<file path="src/rtl/fp_pkg.sv">
// rtl/fp_pkg.sv - shared single-precision constants for the add/sub datapath
//
// Purpose: rounding-mode encoding, exponent limits and GRS bit positions
//          shared by the control unit and the rounding stage.
// Ports:   none (package)

package fp_pkg;

  localparam int FP_DATA_WIDTH = 32;
  localparam int FP_MENT_WIDTH = 23;
  localparam int FP_EXPO_WIDTH = 8;

  // Encoding matches the rounding_mode_in pins.
  typedef enum logic [1:0] {
    RM_RNE = 2'b00,  // nearest, ties to even
    RM_RTZ = 2'b01,  // toward zero
    RM_RUP = 2'b10,  // toward +inf
    RM_RDN = 2'b11   // toward -inf
  } round_mode_t;

  localparam logic [FP_EXPO_WIDTH-1:0] EXP_ALL_ONES   = 8'hFF;
  localparam logic [FP_EXPO_WIDTH-1:0] MAX_FINITE_EXP = 8'hFE;

  // Bit positions inside the {guard, round, sticky} vector.
  localparam int GRS_G = 2;
  localparam int GRS_R = 1;
  localparam int GRS_S = 0;

endpackage

</file>
<file path="src/rtl/rounding_increment_decider.sv">
// rtl/rounding_increment_decider.sv - combinational round-up and inexact decision
//
// Purpose: decides whether the stored fraction must be incremented by one ULP
//          for the selected rounding mode, and whether the result is inexact.
// Ports:
//   sign          in   result sign
//   frac_lsb      in   LSB of the fraction (tie-break for RNE)
//   grs           in   {guard, round, sticky}
//   rounding_mode in   round_mode_t encoding
//   special       in   operand is inf/NaN/zero and must pass through untouched
//   inc           out  add one ULP to the fraction
//   inexact       out  discarded bits were nonzero

module rounding_increment_decider
  import fp_pkg::*;
(
  input  logic       sign,
  input  logic       frac_lsb,
  input  logic [2:0] grs,
  input  logic [1:0] rounding_mode,
  input  logic       special,
  output logic       inc,
  output logic       inexact
);

  logic any_grs;

  always_comb begin
    any_grs = |grs;
    inc     = 1'b0;
    case (round_mode_t'(rounding_mode))
      RM_RNE:  inc = grs[GRS_G] & (grs[GRS_R] | grs[GRS_S] | frac_lsb);
      RM_RTZ:  inc = 1'b0;
      RM_RUP:  inc = ~sign & any_grs;
      RM_RDN:  inc = sign & any_grs;
      default: inc = 1'b0;
    endcase
    // Inf/NaN/zero carry no meaningful rounding bits.
    if (special) begin
      inc = 1'b0;
    end
    inexact = any_grs & ~special;
  end

endmodule

</file>
<file path="src/rtl/addition_stage5_rounding.sv">
// rtl/addition_stage5_rounding.sv - FP add/sub rounding stage, 2-deep valid/ready pipe
//
// Purpose: applies the selected rounding mode to the normalized result,
//          re-normalizes on mantissa carry and saturates on exponent overflow.
// Ports:
//   clk_in, rst_in            clock, asynchronous active-high reset
//   valid_in / ready_out      upstream handshake
//   sign_in, exponent_in,
//   mentissa_in, grs_in       normalized operand plus rounding bits
//   rounding_mode_in          sampled together with the data
//   valid_out / ready_in      downstream handshake
//   floating_out              {sign, exponent, fraction}
//   overflow_out, inexact_out status flags, qualified by valid_out

module addition_stage5_rounding
  import fp_pkg::*;
#(
  parameter int DATA_WIDTH = FP_DATA_WIDTH,
  parameter int MENT_WIDTH = FP_MENT_WIDTH,
  parameter int EXPO_WIDTH = FP_EXPO_WIDTH
) (
  input  logic                  clk_in,
  input  logic                  rst_in,
  input  logic                  valid_in,
  output logic                  ready_out,
  input  logic                  sign_in,
  input  logic [EXPO_WIDTH-1:0] exponent_in,
  input  logic [MENT_WIDTH-1:0] mentissa_in,
  input  logic [2:0]            grs_in,
  input  logic [1:0]            rounding_mode_in,
  output logic                  valid_out,
  input  logic                  ready_in,
  output logic [DATA_WIDTH-1:0] floating_out,
  output logic                  overflow_out,
  output logic                  inexact_out
);

  localparam logic [EXPO_WIDTH-1:0] EXP_ONES = {EXPO_WIDTH{1'b1}};
  localparam logic [EXPO_WIDTH-1:0] EXP_MAXF = {{(EXPO_WIDTH-1){1'b1}}, 1'b0};

  // Pipeline control
  logic s1_valid, s2_valid;
  logic s1_en, s2_en;

  assign s2_en     = ~s2_valid | ready_in;
  assign s1_en     = ~s1_valid | s2_en;
  assign ready_out = s1_en;

  // Stage-1 decision
  logic in_special;
  logic in_inc;
  logic in_inexact;

  assign in_special = (exponent_in == EXP_ONES) ||
                      ((exponent_in == '0) && (mentissa_in == '0));

  rounding_increment_decider u_decider (
    .sign          (sign_in),
    .frac_lsb      (mentissa_in[0]),
    .grs           (grs_in),
    .rounding_mode (rounding_mode_in),
    .special       (in_special),
    .inc           (in_inc),
    .inexact       (in_inexact)
  );

  // Stage-1 registers
  logic                  s1_sign;
  logic [EXPO_WIDTH-1:0] s1_exp;
  logic [MENT_WIDTH-1:0] s1_frac;
  logic                  s1_inc;
  logic                  s1_inexact;
  logic                  s1_special;
  logic [1:0]            s1_mode;

  always_ff @(posedge clk_in or posedge rst_in) begin
    if (rst_in) begin
      s1_valid   <= 1'b0;
      s1_sign    <= 1'b0;
      s1_exp     <= '0;
      s1_frac    <= '0;
      s1_inc     <= 1'b0;
      s1_inexact <= 1'b0;
      s1_special <= 1'b0;
      s1_mode    <= 2'b00;
    end else if (s1_en) begin
      s1_valid <= valid_in;
      if (valid_in) begin
        s1_sign    <= sign_in;
        s1_exp     <= exponent_in;
        s1_frac    <= mentissa_in;
        s1_inc     <= in_inc;
        s1_inexact <= in_inexact;
        s1_special <= in_special;
        s1_mode    <= rounding_mode_in;
      end
    end
  end

  // Stage-2 increment, carry re-normalization and overflow saturation
  logic [MENT_WIDTH:0]   sum;
  logic                  carry;
  logic [MENT_WIDTH-1:0] frac_r;
  logic [EXPO_WIDTH-1:0] exp_r;
  logic                  ovf;
  logic                  to_inf;
  logic [DATA_WIDTH-1:0] word_r;

  always_comb begin
    sum    = {1'b0, s1_frac} + {{MENT_WIDTH{1'b0}}, s1_inc};
    carry  = sum[MENT_WIDTH];
    // On carry the significand became 10.000..., so shift right by one:
    // fraction clears and the exponent absorbs the carry.
    frac_r = carry ? {MENT_WIDTH{1'b0}} : sum[MENT_WIDTH-1:0];
    exp_r  = s1_exp + {{(EXPO_WIDTH-1){1'b0}}, carry};
    // An all-ones exponent on a finite input can only come from the carry.
    ovf    = ~s1_special && (exp_r == EXP_ONES);

    to_inf = 1'b0;
    case (round_mode_t'(s1_mode))
      RM_RNE:  to_inf = 1'b1;
      RM_RTZ:  to_inf = 1'b0;
      RM_RUP:  to_inf = ~s1_sign;
      RM_RDN:  to_inf = s1_sign;
      default: to_inf = 1'b0;
    endcase

    word_r = {s1_sign, exp_r, frac_r};
    if (ovf) begin
      if (to_inf) begin
        word_r = {s1_sign, EXP_ONES, {MENT_WIDTH{1'b0}}};
      end else begin
        word_r = {s1_sign, EXP_MAXF, {MENT_WIDTH{1'b1}}};
      end
    end
  end

  // Stage-2 (output) registers
  always_ff @(posedge clk_in or posedge rst_in) begin
    if (rst_in) begin
      s2_valid     <= 1'b0;
      floating_out <= '0;
      overflow_out <= 1'b0;
      inexact_out  <= 1'b0;
    end else if (s2_en) begin
      s2_valid <= s1_valid;
      if (s1_valid) begin
        floating_out <= word_r;
        overflow_out <= ovf;
        inexact_out  <= s1_inexact | ovf;
      end
    end
  end

  assign valid_out = s2_valid;

endmodule

</file>
<file path="config.mk">
export PLATFORM = sky130hd
export DESIGN_NAME = addition_stage5_rounding
export DESIGN_NICKNAME = d
export VERILOG_FILES = /design/src/rtl/fp_pkg.sv /design/src/rtl/rounding_increment_decider.sv /design/src/rtl/addition_stage5_rounding.sv
export SDC_FILE = /design/constraint.sdc
export NUM_CORES = 1
export LEC_CHECK = 0
export BUFFER_PORTS_ARGS = -buffer_cell sky130_fd_sc_hd__buf_2
export CAP_MARGIN = 20
export CELL_PAD_IN_SITES_DETAIL_PLACEMENT = 0
export CELL_PAD_IN_SITES_GLOBAL_PLACEMENT = 1
export CORE_MARGIN = 8
export CORE_UTILIZATION = 45
export DETAILED_ROUTE_END_ITERATION = 8
export PLACE_DENSITY_LB_ADDON = 0.1
export REMOVE_ABC_BUFFERS = 1
export SLEW_MARGIN = 40
export SYNTH_ARGS = -nofsm -noshare
export SYNTH_HDL_FRONTEND = slang
export SYNTH_SLANG_ARGS = --single-unit
</file>
<file path="constraint.sdc">
create_clock -name clk_in -period 6.2 [get_ports clk_in]
set_clock_uncertainty 0.1 [all_clocks]
set_input_delay 1.24 -clock clk_in [delete_from_list [all_inputs] [get_ports clk_in]]
set_output_delay 1.24 -clock clk_in [all_outputs]
set_load 0.05 [all_outputs]
</file>
== Yosys cells after proc, flatten, opt, wreduce, memory -nomap -nowiden ==
Index checks and enable logic that the tools add are counted.

* $add $sub $neg: 2
* Equal/unequal tests: 8
* Multiplexer cells: 6
* Bitwise logic cells: 15
* Reduce and logical (&&, ||, !) cells: 10

{| class="wikitable"
|+ Operators with widths
! cell !! count
|-
| 31-bit 2-to-1 mux || 1
|-
| 23-bit by 1-bit adder with 24-bit output || 1
|-
| 24-bit 2-to-1 mux || 1
|-
| 23-bit zero test || 1
|-
| 23-bit 2-to-1 mux || 1
|-
| 8-bit == test, second input constant || 2
|-
| 8-bit by 1-bit adder with 8-bit output || 1
|-
| 2-bit == test, second input constant || 4
|-
| 8-bit zero test || 1
|-
| 1-bit case mux with 4 select lines || 2
|-
| 1-bit NOT || 6
|-
| 1-bit OR || 5
|-
| 1-bit bitwise AND || 4
|-
| 2-bit by 1-bit == test with 1-bit output, second input constant || 2
|-
| 2-bit zero test || 2
|-
| 2-bit AND reduction || 2
|-
| 3-bit OR reduction || 1
|-
| 1-bit logical AND || 2
|-
| 1-bit logical OR || 1
|-
| 1-bit 2-to-1 mux || 1
|}

* Flip-flop bits (word level): 73
* Input bits: 41
* Output and inout port bits: 36
* Logic and storage cells: 53

== Depth between registers and ports, before layout ==
* Depth in word-level cells: 5
* Depth in mapped cells: 15
* Mapped depth without buffers: 12

== Modules after synthesis ==
From an unflattened synthesis, not the netlist that was laid out.

* Cell total of the unflattened synthesis: 330
* Area, all modules: 3631.0 µm²

{| class="wikitable"
|+ Modules (own cells, without submodules)
! module !! instances !! cells each !! area each (µm²) !! seq. area each (µm²)
|-
| addition_stage5_rounding || 1 || 323 || 3578.4 || 1826.8
|-
| rounding_increment_decider || 1 || 7 || 52.6 || 0.0
|}

== Worst setup path before layout ==
Ideal clock, no wire load.

* Path kind: input -> output
* Start point: in ready_in
* End point: out ready_out
* Data arrival time: 1739 ps
* Required time: 4860 ps
* Path slack: 3121 ps
* Stages: 1
* Buffers on the path: 0
* Cell sequence: nand3b_1

* Longest elaborated chain between the ends: 2

{| class="wikitable"
|+ RTL lines
! element !! line !! RTL
|-
| start, declared || addition_stage5_rounding.sv:32 || <nowiki>input logic ready_in,</nowiki>
|-
| 1-bit OR || addition_stage5_rounding.sv:45 || <nowiki>assign s2_en = ~s2_valid | ready_in;</nowiki>
|-
| 1-bit OR || addition_stage5_rounding.sv:46 || <nowiki>assign s1_en = ~s1_valid | s2_en;</nowiki>
|-
| end, declared || addition_stage5_rounding.sv:25 || <nowiki>output logic ready_out,</nowiki>
|}

Every way passes these cells.

== Final worst setup path ==
* Start point: reg s1_inc
* End point: reg floating_out[3]

* Longest elaborated chain between the ends: 5
* Elaborated cells between the ends (all ways): 6
* Classes of those cells: add/sub: 2; eq/ne: 1; mux: 2; reduce/logical: 1

{| class="wikitable"
|+ RTL lines
! element !! line !! RTL
|-
| start, declared || addition_stage5_rounding.sv:71 || <nowiki>logic s1_inc;</nowiki>
|-
| start signal, assigned || addition_stage5_rounding.sv:92 || <nowiki>s1_inc <= in_inc;</nowiki>
|-
| 23-bit by 1-bit adder with 24-bit output (*) || addition_stage5_rounding.sv:110 || <nowiki>sum = {1'b0, s1_frac} + {{MENT_WIDTH{1'b0}}, s1_inc};</nowiki>
|-
| 8-bit by 1-bit adder with 8-bit output || addition_stage5_rounding.sv:115 || <nowiki>exp_r = s1_exp + {{(EXPO_WIDTH-1){1'b0}}, carry};</nowiki>
|-
| 8-bit == test || addition_stage5_rounding.sv:117 || <nowiki>ovf = ~s1_special && (exp_r == EXP_ONES);</nowiki>
|-
| 1-bit logical AND || addition_stage5_rounding.sv:117 ||
|-
| 31-bit 2-to-1 mux (*) || addition_stage5_rounding.sv:129 || <nowiki>if (ovf) begin</nowiki>
|-
| end signal, assigned || addition_stage5_rounding.sv:148 || <nowiki>floating_out <= word_r;</nowiki>
|-
| end, declared || addition_stage5_rounding.sv:33 || <nowiki>output logic [DATA_WIDTH-1:0] floating_out,</nowiki>
|}

Mark *: on every way between the ends. The rest lies on a longest branch, timed or not.
A chain may end at the register's enable or synchronous reset.

==> flow_summary_export.csv <==
group,metric,value,unit
status,run_status,"complete, no violations",
cts,clockRootBuffer,"clkbuf_8",
power,powerDensity,341.3,mW/mm²
hold_path,hp-class,"reg2reg",
place,placed_cells,499,
place,port_buffers,76,
final_layout,nets,451,
detailed_routing,viasPerCell,5.270,
sta,period_minus_slack,3201,ps
critical_path,reg2reg_setup_slack,3000,ps
final_layout,drive_above_1_share,33.41,%
global_routing,track_usage,15.68,%
final_layout,mostFrequentLayoutCells,"buf_2, dfrtp_1, mux2_2, nand2_1, nor2_1",
critical_path,reg2reg_to,"floating_out[3]$_DFFE_PP0P_",
yosys,synth_cell_types,41,
final_layout,num_antenna_cells,0,
sta,rsz0062_at_grt,"no",
critical_path,path_max_fanout,21,
hold_path,min-delay-start,"floating_out[24]$_DFFE_PP0P_",
detailed_routing,wl,8459,µm
sta,worst_pin_slew,659.4,ps
sta,fmax,312.4,MHz
final_layout,fin_util,53.38,%
final_layout,syn_to_final_growth,17.20,%
power,total_power,1467,µW
floorplan,rows,33,
global_routing,grt_max_degree,74,
detailed_routing,routedWlPerCell,16.43,µm
final_layout,num-fill-cells,782,
critical_path,critPathTopFamily,"simple AND/OR/NAND/NOR gates",
critical_path,crit_type,"reg2reg",
sta,hold_viol,0,
yosys,ys_ff_latch,73,
yosys,ys_seq_area_share,49.81,%
cts,clock-sinks,73,
run,drv_cap,0,
floorplan,dieArea,0.01129,mm²
power,p_int,927.1,µW
cts,htree_levels,3,
power,swShare,36.79,%
sta,tns,0,ps
floorplan,initial_core_util,45.55,%
detailed_routing,vias,2714,
critical_path,path_buf_inv,0,
cts,post_cts_buffers,0,
critical_path,crit_arrival,3380,ps
floorplan,die_y,106.3,µm
sta,finalSetupViolations,0,
power,leakagePower,0.001871,µW
floorplan,core-area,0.008051,mm²
final_layout,layout_commonest_cell,"buf_2",
detailed_routing,dr.pass1.iters,4,
floorplan,ios,77,
cts,cts-resized-gates,0,
detailed_routing,first_iter_violations,82,
critical_path,path_cells,"ha_1 -> and4_1 -> and3_1 -> and4_1 -> ha_1 -> and3b_1 -> o211ai_2 -> a211oi_2 -> and2_4 -> a21o_4 -> o22a_1",
hold_path,hold_depth,2,
critical_path,max_stage_delay,370,ps
yosys,yosysWarnings,0,
global_routing,grt_antenna_before_repair,0,
critical_path,cp_slowest_cell,"dfrtp_1",
power,pwr-share-seq,43.3,%
power,pwr-share-clk,27.1,%
final_layout,stdcell_count,515,
sta,final_max_slew_viol_count,0,
cts,cts_tree,"done",
cts,clock_latency,340,ps
sta,timing.hold.ws,369.2,ps
critical_path,ff2ff_path_depth,11,
cts,clockBufferDepth,2,
global_routing,grt_pass1_vias,2854,
yosys,synth_cells,332,
critical_path,r2r-start,"s1_inc$_DFFE_PP0P_",
critical_path,endpoint_kind,"flip-flop",
critical_path,critPathRequiredTime,6370,ps
global_routing,overflow,0,
place,hpwl,6237,µm
hold_path,min_to,"floating_out[24]$_DFFE_PP0P_",
yosys,synthesis.area,0.003667,mm²
sta,max-slew-margin-rel,56.04,%
power,ir_drop,0.0001938,V
cts,numCtsBuffers,9,
sta,fin_crit_sh,51.63,%
cts,ctsHoldBuffers,0,
yosys,syn_avg_cell_area,11.05,µm²
critical_path,startpoint_type,"flip-flop",
global_routing,grt_pass1_wl,14010,µm
detailed_routing,drc,0,
power,p_comb_share,29.7,%
place,gp_congestion,0.7929,
cts,clk_pin_slew_worst_paths,70,ps
detailed_routing,postRouteAntennaNets,0,
power,switchingPower,539.5,µW
floorplan,fp.dieW,106.3,µm
==> power groups by stage <==
| stage | Sequential, µW | Combinational (µW) | Clock, µW |
|---|---|---|---|
| 2_1_floorplan | 802 | 158 | 0 |
| 3_5_place_dp | 644 | 441 | 0 |
| 6_report | 634 | 435 | 397 |
| 4_1_cts | 635 | 443 | 410 |
| 5_1_grt | 648 | 469 | 429 |
| 3_3_place_gp | 641 | 436 | 0 |
==> tightest hold or removal path, stage by stage (launching register included) <==
cell and delay [ps]:
dfrtp_1 340, nand2_1 50, nand2_1 50
==> area by class of cell <==
cell class | instances | area (µm²) | area share [%]
Inverter | 3 | 11.26 | 0.2620
Clock inverter | 6 | 82.58 | 1.921
Tap cell | 105 | 131.4 | 3.057
Sequential cell | 73 | 1827 | 42.50
Clock buffer | 10 | 127.6 | 2.969
Multi-Input combinational cell | 240 | 1719 | 40.00
Timing Repair Buffer | 78 | 399.1 | 9.287
==> cell usage after synthesis <==
cell type / count / area [µm²]
dfrtp_1: 73 / 1827
mux2_2: 33 / 371.6
nand2_1: 33 / 123.9
nor2_1: 28 / 105.1
o22a_1: 21 / 183.9
xnor2_1: 15 / 131.4
xor2_1: 13 / 113.9
o21ai_0: 12 / 60.06
nand3_1: 10 / 50.05
nor4_1: 10 / 62.56
nand4_1: 8 / 50.05
nor3_1: 7 / 35.03
and4_1: 5 / 43.79
buf_2: 5 / 25.02
buf_6: 5 / 56.30
ha_1: 5 / 62.56
nand3b_1: 5 / 37.54
and2_1: 4 / 25.02
and3_1: 4 / 25.02
clkbuf_1: 4 / 15.01
nand2b_1: 4 / 25.02
inv_1: 3 / 11.26
a21oi_1: 2 / 10.01
buf_4: 2 / 15.01
mux2i_1: 2 / 20.02
nand4_2: 2 / 25.02
o21a_1: 2 / 15.01
o221ai_1: 2 / 17.52
a211oi_2: 1 / 12.51
a21bo_2: 1 / 10.01
a21boi_1: 1 / 7.510
a21o_1: 1 / 7.510
a21o_4: 1 / 15.01
a22o_1: 1 / 8.760
a31o_2: 1 / 8.760
and2_4: 1 / 8.760
and3b_1: 1 / 8.760
and4_4: 1 / 11.26
nor2b_1: 1 / 6.260
o211ai_2: 1 / 12.51
o22ai_1: 1 / 6.260
==> metrics by stage <==
stage,instance area [µm²],setup WS (ps)
after global routing,4298,2764
after floorplan,3556,2830
after CTS,4298,2953
after detailed placement,4088,2974
after global placement,4083,3077
final,4298,2999
==> cells by family (layout without fill, tap and decap cells) <==
kind of cell,count (synthesis),after routing,synth area share [%]
AOI/OAI and AO/OA,48,48,10.24
xor gates and xnor gates,28,28,6.687
adders and majority gates,5,5,1.706
buffers and inverters,19,97,3.343
DFF,73,73,49.81
muxes,35,35,10.68
and+or+nand+nor,124,124,17.54
==> how the worst max path moves through the flow <==
stage                     cells after the start  slack [ps]          startpoint                      endpoint
final                                        11        3000  s1_inc$_DFFE_PP0P_   floating_out[3]$_DFFE_PP0P_
after global routing                         11        2760  s1_inc$_DFFE_PP0P_  floating_out[12]$_DFFE_PP0P_
after CTS                                    11        2950  s1_inc$_DFFE_PP0P_   floating_out[3]$_DFFE_PP0P_
after detailed placement                     11        2970  s1_inc$_DFFE_PP0P_   floating_out[8]$_DFFE_PP0P_
after global placement                        3        3080            ready_in                     ready_out
after floorplan                               4        2830            ready_in        s1_special$_DFFE_PP0P_
==> per-layer routing <==
layer  vias to the layer above  wire (µm)  track usage [%]
met5                         -          0                0
met4                         0         99            5.729
met3                         7        496            4.416
met2                        73       4032            25.07
met1                      1301       3830            19.84
li1                       1333          -                -
==> flip-flops by register name (all words and copies together) (netlist names) <==
register,cells
floating_out,32
inexact_out,1
overflow_out,1
s1_exp,8
s1_frac,23
s1_inc,1
s1_inexact,1
s1_mode,2
s1_sign,1
s1_special,1
s1_valid,1
valid_out,1
Note: power is estimated with default switching activity, not from simulation.
